**config.mk**
```make
export PLATFORM = sky130hd
export DESIGN_NAME = cmd_arbiter
export DESIGN_NICKNAME = d
export VERILOG_FILES = /design/src/rtl/cmd_arbiter.sv
export SDC_FILE = /design/constraint.sdc
export NUM_CORES = 1
export LEC_CHECK = 0
export CAP_MARGIN = 20
export CORE_AREA = 4 4 154 156
export CTS_BUF_LIST = sky130_fd_sc_hd__clkbuf_8
export DETAILED_ROUTE_END_ITERATION = 12
export DIE_AREA = 0 0 158 160
export PLACE_DENSITY = 0.73
export SLEW_MARGIN = 0
export SYNTH_ARGS = -nofsm -noshare
export SYNTH_HDL_FRONTEND = slang
export SYNTH_SLANG_ARGS = --single-unit
```
**constraint.sdc**
```tcl
create_clock -name clock -period 1.62 [get_ports clock]
set_input_delay 0.486 -clock clock [delete_from_list [all_inputs] [get_ports clock]]
set_output_delay 0.486 -clock clock [all_outputs]
set_load 0.01 [all_outputs]
```
**src/rtl/cmd_arbiter.sv**
```systemverilog
// Round-robin arbiter sharing the host command path between NUM_REQ requesters.
// Issues one command at a time, runs the response timeout, hands the completion
// record back to the granted requester and enforces an idle gap between commands.
module cmd_arbiter #(
  parameter int NUM_REQ        = 2,
  parameter int ID_W           = 1,
  parameter int RESP_W         = 136,
  parameter int TIMEOUT_CYCLES = 64,
  parameter int GAP_CYCLES     = 8
) (
  input  logic                    clock,
  input  logic                    reset,
  input  logic [NUM_REQ-1:0]      req_valid,
  input  logic [6*NUM_REQ-1:0]    req_index,
  input  logic [32*NUM_REQ-1:0]   req_argument,
  input  logic [NUM_REQ-1:0]      req_timeout_en,
  output logic [NUM_REQ-1:0]      req_grant,
  output logic                    done_valid,
  input  logic                    done_ack,
  output logic [ID_W-1:0]         done_id,
  output logic                    done_timeout,
  output logic [RESP_W-1:0]       done_response,
  output logic                    ctrl_new_command,
  output logic [5:0]              ctrl_cmd_index,
  output logic [31:0]             ctrl_cmd_argument,
  output logic                    ctrl_timeout_en,
  output logic                    ctrl_timeout,
  input  logic                    ctrl_done,
  input  logic [RESP_W-1:0]       ctrl_response
);

  localparam int CNT_W = $clog2(TIMEOUT_CYCLES + 1);
  localparam int GAP_W = $clog2(GAP_CYCLES + 1);
  localparam logic [NUM_REQ-1:0] GRANT_LSB = NUM_REQ'(1);

  typedef enum logic [2:0] {
    S_IDLE,
    S_ISSUE,
    S_WAIT,
    S_TOUT,
    S_REPORT,
    S_GAP
  } state_t;

  state_t          state;
  logic [ID_W-1:0] rr_ptr;
  logic [ID_W-1:0] sel_q;
  logic [CNT_W-1:0] cnt;
  logic [GAP_W-1:0] gap_cnt;

  logic            pick_hit;
  logic [ID_W-1:0] pick_id;
  logic [5:0]      pick_index;
  logic [31:0]     pick_arg;
  logic            pick_ten;

  function automatic logic [ID_W-1:0] wrap_id(input int unsigned v);
    return ID_W'(v % NUM_REQ);
  endfunction

  // Round-robin pick: first pending requester at or after rr_ptr, wrapping.
  always_comb begin
    pick_hit = 1'b0;
    pick_id  = '0;
    for (int unsigned off = 0; off < NUM_REQ; off++) begin
      if (!pick_hit && req_valid[wrap_id(32'(rr_ptr) + off)]) begin
        pick_hit = 1'b1;
        pick_id  = wrap_id(32'(rr_ptr) + off);
      end
    end
  end

  // Select the chosen requester's command fields.
  always_comb begin
    pick_index = '0;
    pick_arg   = '0;
    pick_ten   = 1'b0;
    for (int unsigned i = 0; i < NUM_REQ; i++) begin
      if (32'(pick_id) == i) begin
        pick_index = req_index[6*i +: 6];
        pick_arg   = req_argument[32*i +: 32];
        pick_ten   = req_timeout_en[i];
      end
    end
  end

  // Command sequencing FSM; all outputs registered.
  always_ff @(posedge clock or negedge reset) begin
    if (!reset) begin
      state             <= S_IDLE;
      rr_ptr            <= '0;
      sel_q             <= '0;
      cnt               <= '0;
      gap_cnt           <= '0;
      req_grant         <= '0;
      done_valid        <= 1'b0;
      done_id           <= '0;
      done_timeout      <= 1'b0;
      done_response     <= '0;
      ctrl_new_command  <= 1'b0;
      ctrl_cmd_index    <= '0;
      ctrl_cmd_argument <= '0;
      ctrl_timeout_en   <= 1'b0;
      ctrl_timeout      <= 1'b0;
    end else begin
      req_grant        <= '0;
      ctrl_new_command <= 1'b0;
      ctrl_timeout     <= 1'b0;
      case (state)
        S_IDLE: begin
          if (pick_hit) begin
            req_grant         <= GRANT_LSB << pick_id;
            ctrl_cmd_index    <= pick_index;
            ctrl_cmd_argument <= pick_arg;
            ctrl_timeout_en   <= pick_ten;
            sel_q             <= pick_id;
            rr_ptr            <= wrap_id(32'(pick_id) + 1);
            state             <= S_ISSUE;
          end
        end
        S_ISSUE: begin
          ctrl_new_command <= 1'b1;
          cnt              <= '0;
          state            <= S_WAIT;
        end
        S_WAIT: begin
          if (cnt != '1) begin
            cnt <= cnt + 1'b1;
          end
          // A response in the timeout cycle takes priority over the timeout.
          if (ctrl_done) begin
            done_response <= ctrl_response;
            done_timeout  <= 1'b0;
            done_id       <= sel_q;
            done_valid    <= 1'b1;
            state         <= S_REPORT;
          end else if (ctrl_timeout_en && cnt == CNT_W'(TIMEOUT_CYCLES - 1)) begin
            ctrl_timeout  <= 1'b1;
            done_timeout  <= 1'b1;
            done_response <= '0;
            done_id       <= sel_q;
            state         <= S_TOUT;
          end
        end
        S_TOUT: begin
          done_valid <= 1'b1;
          state      <= S_REPORT;
        end
        S_REPORT: begin
          if (done_ack) begin
            done_valid <= 1'b0;
            gap_cnt    <= '0;
            state      <= S_GAP;
          end
        end
        S_GAP: begin
          if (gap_cnt == GAP_W'(GAP_CYCLES - 1)) begin
            state <= S_IDLE;
          end else begin
            gap_cnt <= gap_cnt + 1'b1;
          end
        end
        default: state <= S_IDLE;
      endcase
    end
  end

endmodule

```
==> flow_summary.ini, run 1 <==
[cells_and_area]
finish.instance_area_mm2 = 0.0124
final_cell_count_no_fill = 1336
fill_cells = 1931
layout-drive-gt1-share_pct = 32.8
antennaDiodeCount = 0
syn_to_final_growth_pct = 65.7
nNetsFinal = 1261

[power]
power.net_switching_mw = 7.74
share_of_total_power_in_combinational_logic_pct = 46.4
cellLeakagePower_nw = 6.33
pwr-share-seq_pct = 39.2
power.ir.vdd_worst_mv = 0.928
netSwitchingFraction_pct = 36.4
power.density_cell_area_mw_per_mm2 = 1720
clockPowerShare_pct = 14.4
cellInternalPower_mw = 13.5

[setup_path]
critical_path.reg2reg.startpoint = state[2]
cp.required_ns = 2.01
critPathLaunch = state[2]
type_of_destination_of_the_critical_path = flop
cp-start-kind = flop
critPathArrivalTime_ns = 2.03
cp_max_fo = 11
setup.worst_path.class = reg -> reg

[grt]
globalRouteOverflowTotal = 0
antenna_found_initial = 0
grt_max_degree = 42
first_pass_grt_wire_length_mm = 39.0
grt.total_usage_pct = 19.7
first_global_vias = 6980

[floorplanning]
start_util_pct = 33.4
die_width_um = 158
coreArea_mm2 = 0.0224
die_height_um = 160
floorplan.rows = 55
die_area_mm2 = 0.0253
top_level_ports = 402

[drt]
drt-vias-per-instance = 5.05
ant_nets = 0
dr_total_vias = 6751
drt_wl_total_mm = 26.8
drt-wirelength-per-cell_um = 20.1
drc_errors = 0
drt_pass1_iterations = 8
drt_iter0_drc = 499

[sta]
final-setup-viol-count = 13
rsz0062_at_grt = yes
timing.max_slew.rel_slack_pct = 73.2
period_minus_slack_ns = 1.64
hold_violations = 0
setup_slack_ns = -0.0234
drv_slew = 0
finalHoldWorstSlack_ns = 0.489
timing.final.crit_share_pct = 101
max_clk_rate_mhz = 609
worst_slew_pin_slew_ns = 0.402
timing.clock.skew_ns = 0.0178

[synthesis]
sequential_area_share_after_synthesis_pct = 66.3
ys_ff_latch = 198
postSynth.asyncResetShare_pct = 100
syn_inst = 537
synth_area_per_inst_um2 = 13.9
synth_flop_cell = sky130_fd_sc_hd__dfrtp_1
synth.distinct_cells = 37
postSynthNetCount = 759
syn_area_mm2 = 0.00747
synth_enable_flop_cells = 0
ys.warnings.count = 0

[placed_design]
placement.io_buffers = 401
area_after_dpl_mm2 = 0.0121
final_wtd_congestion = 0.804
hpwlAfterDp_mm = 19.0
placed_cells_incl_taps = 1231

[worst_hold_path]
min-delay-path-class = reg -> reg
start_point_of_the_worst_hold_path = sel_q

[cts]
worst_skew_pair.late_latency_ns = 0.46
cts-root-buf = sky130_fd_sc_hd__clkbuf_8
num_cts_buffers = 17
clock_sink_count = 198
cts_buffer_depth = 2
cts_clk_pin_slew_worst_paths_ns = 0.11
tritoncts = done
ctsHtreeMaxLevel = 4

[outcome]
failed_checks = negative setup slack
status = finished, violations left

[run]
cap_viol_max_count = 0
-- through the flow --
stage / worst slack, ns / power (mW) / TNS (ns) / utilization, %
detailed placement: -0.407 / 18.9 / -47.05 / 54.1
global placement: -0.344 / 18.7 / -44.88 / 54.1
global route: -0.101 / 22.6 / -4.40 / 55.3
CTS: -0.120 / 21.5 / -3.06 / 56.7
finish: -0.0234 / 21.2 / -0.125 / 55.3
floorplan: 0.0604 / 12.6 / 0 / -
-- layout make-up --
type	instances	area, um^2	area share, %
Sequential cell	198	4960	40.0
Timing Repair Buffer	527	4400	35.5
Multi-Input combinational cell	251	2130	17.2
Tap cell	285	357	2.88
Clock buffer	17	234	1.89
Inverter	44	165	1.33
Clock inverter	14	140	1.13
-- Yosys cell counts (all sizes together), types with 3 or more instances --
cell type	n	area (um^2)
inv	44	165
a21oi	4	20.0
nand2b	4	25.0
a22o	136	1190
o21ai	4	20.0
buf	39	278
mux2i	5	50.1
a222oi	39	390
and3	3	18.8
nand3	5	25.0
clkbuf	6	22.5
dfrtp	198	4950
nor2	7	26.3
nand2	14	52.6
nand4	4	25.0
-- what timing repair did --
item,in CTS,in global routing
gates resized for setup,537,138
cloned,2,4
buffers inserted,44,24
hold buffers,1,0
hold endpoints to repair,32,0
pin swaps,3,16
endpoints found under the setup margin,229,278
-- final timing paths --
path	to	slack, ns	cells after the start
min	sel_q	0.49	1
max	done_response[1]	-0.02	6
min reg2reg	sel_q	0.49	1
max reg2reg	done_response[1]	-0.02	6
max in group asynchronous	done_response[10]	0.52	3
min in group asynchronous	done_response[95]	0.53	2
-- layer usage --
metal  part of all wire, %  wire length [um]  track usage, %
met4                   2.4               655            6.48
met1                    38             10200            22.9
met2                    50             13400            34.0
met5                     0                 0               0
met3                   9.5              2550            6.67
-- power by group through the flow --
stage	Clock, mW	Sequential [mW]	Combinational (mW)
finish	3.06	8.32	9.87
global route	3.38	8.57	10.6
CTS	3.15	8.30	10.1
detailed placement	0	8.44	10.4
global placement	0	8.41	10.3
floorplan	0	9.29	3.31
-- state kept, by name, summed over array words and instances, names as in the netlist, 2 cells and up --
signal,flops
cnt,7
ctrl_cmd_argument,32
ctrl_cmd_index,6
done_response,136
gap_cnt,4
req_grant,2
state,3
-- cell families (layout without fill, tap and decap cells) --
family / count (synthesis) / count (layout) / share of synthesized area [%]
AOI/OAI and AO/OA: 198 / 198 / 23.2
adders and majority gates: 2 / 2 / 0.335
buffers and inverters: 89 / 602 / 6.23
DFF: 198 / 198 / 66.3
muxes: 6 / 6 / 0.821
and+or+nand+nor: 44 / 45 / 3.06
-- worst max-delay path, stage by stage, from the launching register on --
cell,delay (ns)
sky130_fd_sc_hd__dfrtp_2,0.47
sky130_fd_sc_hd__nor3b_4,0.21
sky130_fd_sc_hd__buf_6,0.17
sky130_fd_sc_hd__buf_12,0.11
sky130_fd_sc_hd__and2_4,0.25
sky130_fd_sc_hd__buf_6,0.18
sky130_fd_sc_hd__a22o_1,0.18
-- cell usage in the layout, fill, tap and decap left out, types with 3 or more instances in the layout --
cell type,synthesis,final
sky130_fd_sc_hd__clkdlybuf4s50_1,0,218
sky130_fd_sc_hd__nand2b_1,4,4
sky130_fd_sc_hd__a21oi_1,4,4
sky130_fd_sc_hd__nand4_1,4,4
sky130_fd_sc_hd__clkbuf_16,0,3
sky130_fd_sc_hd__clkbuf_8,0,18
sky130_fd_sc_hd__mux2i_1,5,5
sky130_fd_sc_hd__a22o_1,136,136
sky130_fd_sc_hd__nand3_1,5,4
sky130_fd_sc_hd__dfrtp_1,198,196
sky130_fd_sc_hd__clkbuf_2,0,62
sky130_fd_sc_hd__nor2_1,7,7
sky130_fd_sc_hd__clkdlybuf4s15_2,0,4
sky130_fd_sc_hd__nand2_1,14,13
sky130_fd_sc_hd__buf_6,12,7
sky130_fd_sc_hd__buf_2,24,108
sky130_fd_sc_hd__inv_6,0,3
sky130_fd_sc_hd__buf_4,3,100
sky130_fd_sc_hd__and3_1,3,3
sky130_fd_sc_hd__o21ai_0,3,3
sky130_fd_sc_hd__clkinv_4,0,4
sky130_fd_sc_hd__buf_12,0,14
sky130_fd_sc_hd__a222oi_1,39,39
sky130_fd_sc_hd__inv_1,44,44
sky130_fd_sc_hd__clkdlybuf4s15_1,0,7
sky130_fd_sc_hd__inv_8,0,3
No activity file was read; power rests on OpenSTA's default activity.
==> inputs of run 2 (changes only) <==
--- a/config.mk
+++ b/config.mk
@@ -15,3 +15,4 @@
 export SYNTH_ARGS = -nofsm -noshare
 export SYNTH_HDL_FRONTEND = slang
 export SYNTH_SLANG_ARGS = --single-unit
+export TNS_END_PERCENT = 20
==> flow_summary.ini, run 2 (synthesis results as in run 1) <==
[outcome]
status = finished, violations left
failed_checks = negative setup slack

[sta]
max_clk_rate_mhz = 616
timing.clock.skew_ns = 0.0166
timing.final.crit_share_pct = 100
rsz0062_at_grt = yes
worst_slew_pin_slew_ns = 0.400
timing.max_slew.rel_slack_pct = 73.4
final-setup-viol-count = 2
period_minus_slack_ns = 1.62
hold_violations = 0
drv_slew = 0
setup_slack_ns = -0.00337
finalHoldWorstSlack_ns = 0.488

[floorplanning]
die_width_um = 158
floorplan.rows = 55
coreArea_mm2 = 0.0224
top_level_ports = 402
die_area_mm2 = 0.0253
die_height_um = 160
start_util_pct = 33.4

[setup_path]
crit_top_cell = sky130_fd_sc_hd__buf_12
cp_top_family = simple AND/OR/NAND/NOR gates
cp-start-kind = flop
worstRegToRegCells = 5
r2r-end = done_response[108]
crit_chain = nor3b_4 -> nand2_4 -> buf_12 -> buf_12 -> a22o_1
slowest_stage = sky130_fd_sc_hd__dfrtp_2
setup.worst_path.class = reg -> reg
type_of_destination_of_the_critical_path = flop
critical_path.reg2reg.startpoint = state[2]
setup.reg_to_reg.worst_slack_ns = -0.003
critPathArrivalTime_ns = 1.96
critical_path.n_buffers_inverters = 2
timing.critical_path.slowest_cell_delay_ns = 0.47
cp_max_fo = 8
cp.required_ns = 1.96

[worst_hold_path]
min-delay-path-class = reg -> reg
hold_depth = 1
start_point_of_the_worst_hold_path = sel_q
timing.hold.worst_endpoint = sel_q

[power]
cellLeakagePower_nw = 6.14
power.density_cell_area_mw_per_mm2 = 1700
power.ir.vdd_worst_mv = 0.930
total_power_mw = 20.4

[cts]
worst_skew_pair.late_latency_ns = 0.46
cts_buffer_depth = 2
clock_sink_count = 198
tritoncts = done
ctsHtreeMaxLevel = 4
cts_clk_pin_slew_worst_paths_ns = 0.11
cts-root-buf = sky130_fd_sc_hd__clkbuf_8
num_cts_buffers = 17

[cells_and_area]
top_regs = done_response x136, ctrl_cmd_argument x32, cnt x7
fill_cells = 1984
layout.cells.most_common = sky130_fd_sc_hd__clkdlybuf4s50_1
layout-drive-gt1-share_pct = 29.6
final_cell_mix = sky130_fd_sc_hd__clkdlybuf4s50_1 (218), sky130_fd_sc_hd__dfrtp_1 (196), sky130_fd_sc_hd__a22o_1 (136)
antennaDiodeCount = 0
nNetsFinal = 1214
syn_to_final_growth_pct = 60.9
register_name_with_the_most_flops = done_response
largest_reg_flops = 136

[grt]
first_global_vias = 6839
grt.total_usage_pct = 19.3
grt_max_degree = 42
globalRouteOverflowTotal = 0
antenna_found_initial = 0
first_pass_grt_wire_length_mm = 38.3

[drt]
drc_errors = 0
drt_wl_total_mm = 26.2
drt_pass1_iterations = 8
drt-vias-per-instance = 5.11
dr_total_vias = 6588
drt_iter0_drc = 499
ant_nets = 0
drt-wirelength-per-cell_um = 20.3

[placed_design]
final_wtd_congestion = 0.804
hpwlAfterDp_mm = 19.0
placement.io_buffers = 401

[run]
cap_viol_max_count = 0
run 2: layout make-up:
type                    instances  area [um^2]  share of cell area, %
flip-flops and latches        198         4960                   41.2
repair buffers                480         4080                   33.9
multi-input cells             251         2090                   17.4
well taps                     285          357                   2.97
clock buffers                  17          234                   1.95
inverters                      44          165                   1.37
clock inverters                14          140                   1.17
run 2: stage by stage:
stage	setup WS (ns)	TNS [ns]	util [%]	std cells	instance area [um^2]
floorplan	0.0604	0	-	537	7470
detailed placement	-0.407	-47.05	54.1	1231	12100
CTS	-0.120	-1.73	55.3	1278	12400
global placement	-0.344	-44.88	54.1	1231	12100
global route	-0.118	-8.01	53.7	1289	12000
finish	-0.00337	-0.00451	53.7	1289	12000
run 2: worst max path at each step:
| stage | slack (ns) | cells after the start | start | to |
|---|---|---|---|---|
| 5_1_grt | -0.12 | 5 | state[2] | cnt[5] |
| 6_report | -0.003 | 5 | state[2] | done_response[108] |
| 3_3_place_gp | -0.34 | 6 | req_valid[1] | ctrl_cmd_argument[19] |
| 4_1_cts | -0.12 | 1 | ctrl_timeout_en | ctrl_timeout_en |
| 3_5_place_dp | -0.41 | 6 | req_valid[1] | ctrl_cmd_argument[29] |
| 2_1_floorplan | 0.06 | 5 | cnt[2] | done_id |
run 2: what timing repair did:
| action | in CTS | in global routing |
|---|---|---|
| hold buffers | 1 | 0 |
| endpoints found under the setup margin | 229 | 258 |
| buffers inserted | 15 | 3 |
| gates cloned | 0 | 8 |
| pin swaps | 3 | 35 |
| gates resized for setup | 551 | 125 |
| hold endpoints to repair | 32 | 0 |
run 2: metal layers:
layer,track usage (%),wire [um],share of wire [%],vias up
met1,22.8,10200,39,3234
met5,0,0,0,-
met2,33.1,12900,49,350
li1,-,-,-,2964
met3,6.59,2500,9.6,40
met4,5.97,591,2.3,0
run 2: where the power goes:
part | switching [mW] | leakage (nW) | internal [mW]
Combinational | 4.37 | 3.45 | 4.66
Sequential | 1.23 | 2.50 | 7.10
Clock | 1.93 | 0.188 | 1.13
Total | 7.53 | 6.14 | 12.9
==> inputs of run 3 (changes only) <==
--- a/config.mk
+++ b/config.mk
@@ -10,7 +10,7 @@
 export CTS_BUF_LIST = sky130_fd_sc_hd__clkbuf_8
 export DETAILED_ROUTE_END_ITERATION = 12
 export DIE_AREA = 0 0 158 160
-export PLACE_DENSITY = 0.73
+export PLACE_DENSITY_LB_ADDON = 0.08
 export SLEW_MARGIN = 0
 export SYNTH_ARGS = -nofsm -noshare
 export SYNTH_HDL_FRONTEND = slang
==> flow_summary.ini, run 3 (synthesis results as in run 1) <==
[floorplanning]
floorplan.rows = 55
coreArea_mm2 = 0.0224
die_height_um = 160
start_util_pct = 33.4
top_level_ports = 402
die_area_mm2 = 0.0253
die_width_um = 158

[grt]
first_global_vias = 6653
grt_max_degree = 51
first_pass_grt_wire_length_mm = 38.9
grt.total_usage_pct = 19.8
globalRouteOverflowTotal = 0
antenna_found_initial = 2

[cts]
clock_sink_count = 198
cts_clk_pin_slew_worst_paths_ns = 0.10
cts-root-buf = sky130_fd_sc_hd__clkbuf_8
worst_skew_pair.late_latency_ns = 0.46
num_cts_buffers = 17
cts_buffer_depth = 2
tritoncts = done
ctsHtreeMaxLevel = 4

[sta]
timing.max_slew.rel_slack_pct = 75.8
finalHoldWorstSlack_ns = 0.500
timing.final.crit_share_pct = 99.5
period_minus_slack_ns = 1.61
timing.clock.skew_ns = 0.0164
drv_slew = 0
rsz0062_at_grt = yes
final-setup-viol-count = 0
worst_slew_pin_slew_ns = 0.363
max_clk_rate_mhz = 620
hold_violations = 0

[setup_path]
critical_path.reg2reg.startpoint = ctrl_timeout_en
type_of_destination_of_the_critical_path = flop
setup.worst_path.class = reg -> reg
r2r-end = done_id
crit_chain = buf_4 -> nor2b_2 -> a31o_4 -> nand2_8 -> mux2_2
slowest_stage = sky130_fd_sc_hd__dfrtp_1
worstRegToRegCells = 5
cp-start-kind = flop
timing.critical_path.slowest_cell_delay_ns = 0.41
critPathArrivalTime_ns = 1.95
setup.reg_to_reg.worst_slack_ns = 0.008
cp_max_fo = 7
cp.required_ns = 1.96

[cells_and_area]
final_cell_count_no_fill = 1285
final_cell_mix = sky130_fd_sc_hd__clkdlybuf4s50_1 (218), sky130_fd_sc_hd__dfrtp_1 (198), sky130_fd_sc_hd__a22o_1 (136)
top_regs = done_response x136, ctrl_cmd_argument x32, cnt x7
layout-drive-gt1-share_pct = 29.3
fill_cells = 1961
final-seq-area_mm2 = 0.00495
nNetsFinal = 1208
largest_reg_flops = 136
multiInputGateArea_mm2 = 0.00211
layout.cells.most_common = sky130_fd_sc_hd__clkdlybuf4s50_1
syn_to_final_growth_pct = 60.9
register_name_with_the_most_flops = done_response

[run]
cap_viol_max_count = 0

[drt]
ant_nets = 0
drt_wl_total_mm = 28.1
drc_errors = 0
drt-vias-per-instance = 5.16
drt_pass1_iterations = 9
drt-wirelength-per-cell_um = 21.9
drt_iter0_drc = 586
dr_total_vias = 6637

[worst_hold_path]
min-delay-path-class = reg -> reg
start_point_of_the_worst_hold_path = done_response[117]
hold_depth = 1
timing.hold.worst_endpoint = done_response[117]

[placed_design]
hpwlAfterDp_mm = 19.1
placement.io_buffers = 401
placed_cells_incl_taps = 1209
final_wtd_congestion = 0.843

[power]
power.ir.vdd_worst_mv = 0.658
power.density_cell_area_mw_per_mm2 = 1740
cellLeakagePower_nw = 6.12

[outcome]
status = finished, final reports clean
## run 3: changes by cell type in the layout (fill, tap and decap cells not counted), sizes merged, moves of 2 or more
cell / previous run / this run
bufinv: 0 / 2
buf: 187 / 179
clkbuf: 82 / 87
diode: 0 / 2
clkdlybuf4s15: 9 / 6
clkinv: 7 / 4
## run 3: layout make-up
type	count	area share [%]
antenna	2	0.0416
clock buffer	17	1.95
clock inverter	14	1.29
inverter	44	1.37
multi-input combinational	251	17.6
sequential	198	41.2
tap	285	2.97
timing repair buffer	474	33.6
## run 3: worst max-delay path by stage
stage / from / to / depth (start not counted)
final: ctrl_timeout_en / done_id / 5
after global routing: state[1] / done_response[30] / 6
after CTS: cnt[5] / done_response[67] / 5
after detailed placement: req_valid[1] / ctrl_cmd_argument[19] / 6
after global placement: req_valid[1] / ctrl_cmd_argument[10] / 6
after floorplan: cnt[2] / done_id / 5
## run 3: report_power, final
part	switching [mW]	total, mW	internal [mW]
Clock	1.83	3.22	1.39
Combinational	4.61	9.43	4.81
Sequential	1.21	8.31	7.10
Total	7.65	21.0	13.3
## run 3: repair_timing
action / CTS / global route
buffers inserted: 26 / 4
endpoints found under the setup margin: 186 / 304
gates resized for setup: 532 / 138
hold buffers: 1 / 0
cloned: 0 / 13
hold endpoints to repair: 30 / 0
pin swaps: 1 / 24
## run 3: critical path, delay by kind of cell, from the launching register on
family,cells,cell delay (ns)
AOI/OAI and AO/OA,1,0.29
buffers and inverters,1,0.15
DFF,1,0.41
muxes,1,0.35
and+or+nand+nor,2,0.30
## run 3: per-stage QoR
step	TNS, ns	cell area (um^2)	total power, mW	worst slack (ns)	utilization (%)
finish	0	12000	21.0	0.00831	53.8
global route	-5.59	12000	22.2	-0.0861	53.8
CTS	-0.00585	12400	21.5	-0.00322	55.4
detailed placement	-47.28	12000	18.9	-0.394	53.5
global placement	-43.20	12000	18.7	-0.370	53.5
floorplan	0	7470	12.6	0.0604	-
## run 3: metal layers
layer | vias up | routed length [um] | track usage [%] | part of all wire, %
li1 | 2955 | - | - | -
met1 | 3300 | 10800 | 24.3 | 38
met2 | 341 | 14200 | 32.7 | 50
met3 | 41 | 2490 | 6.45 | 8.8
met4 | 0 | 650 | 6.63 | 2.3
met5 | - | 0 | 0 | 0
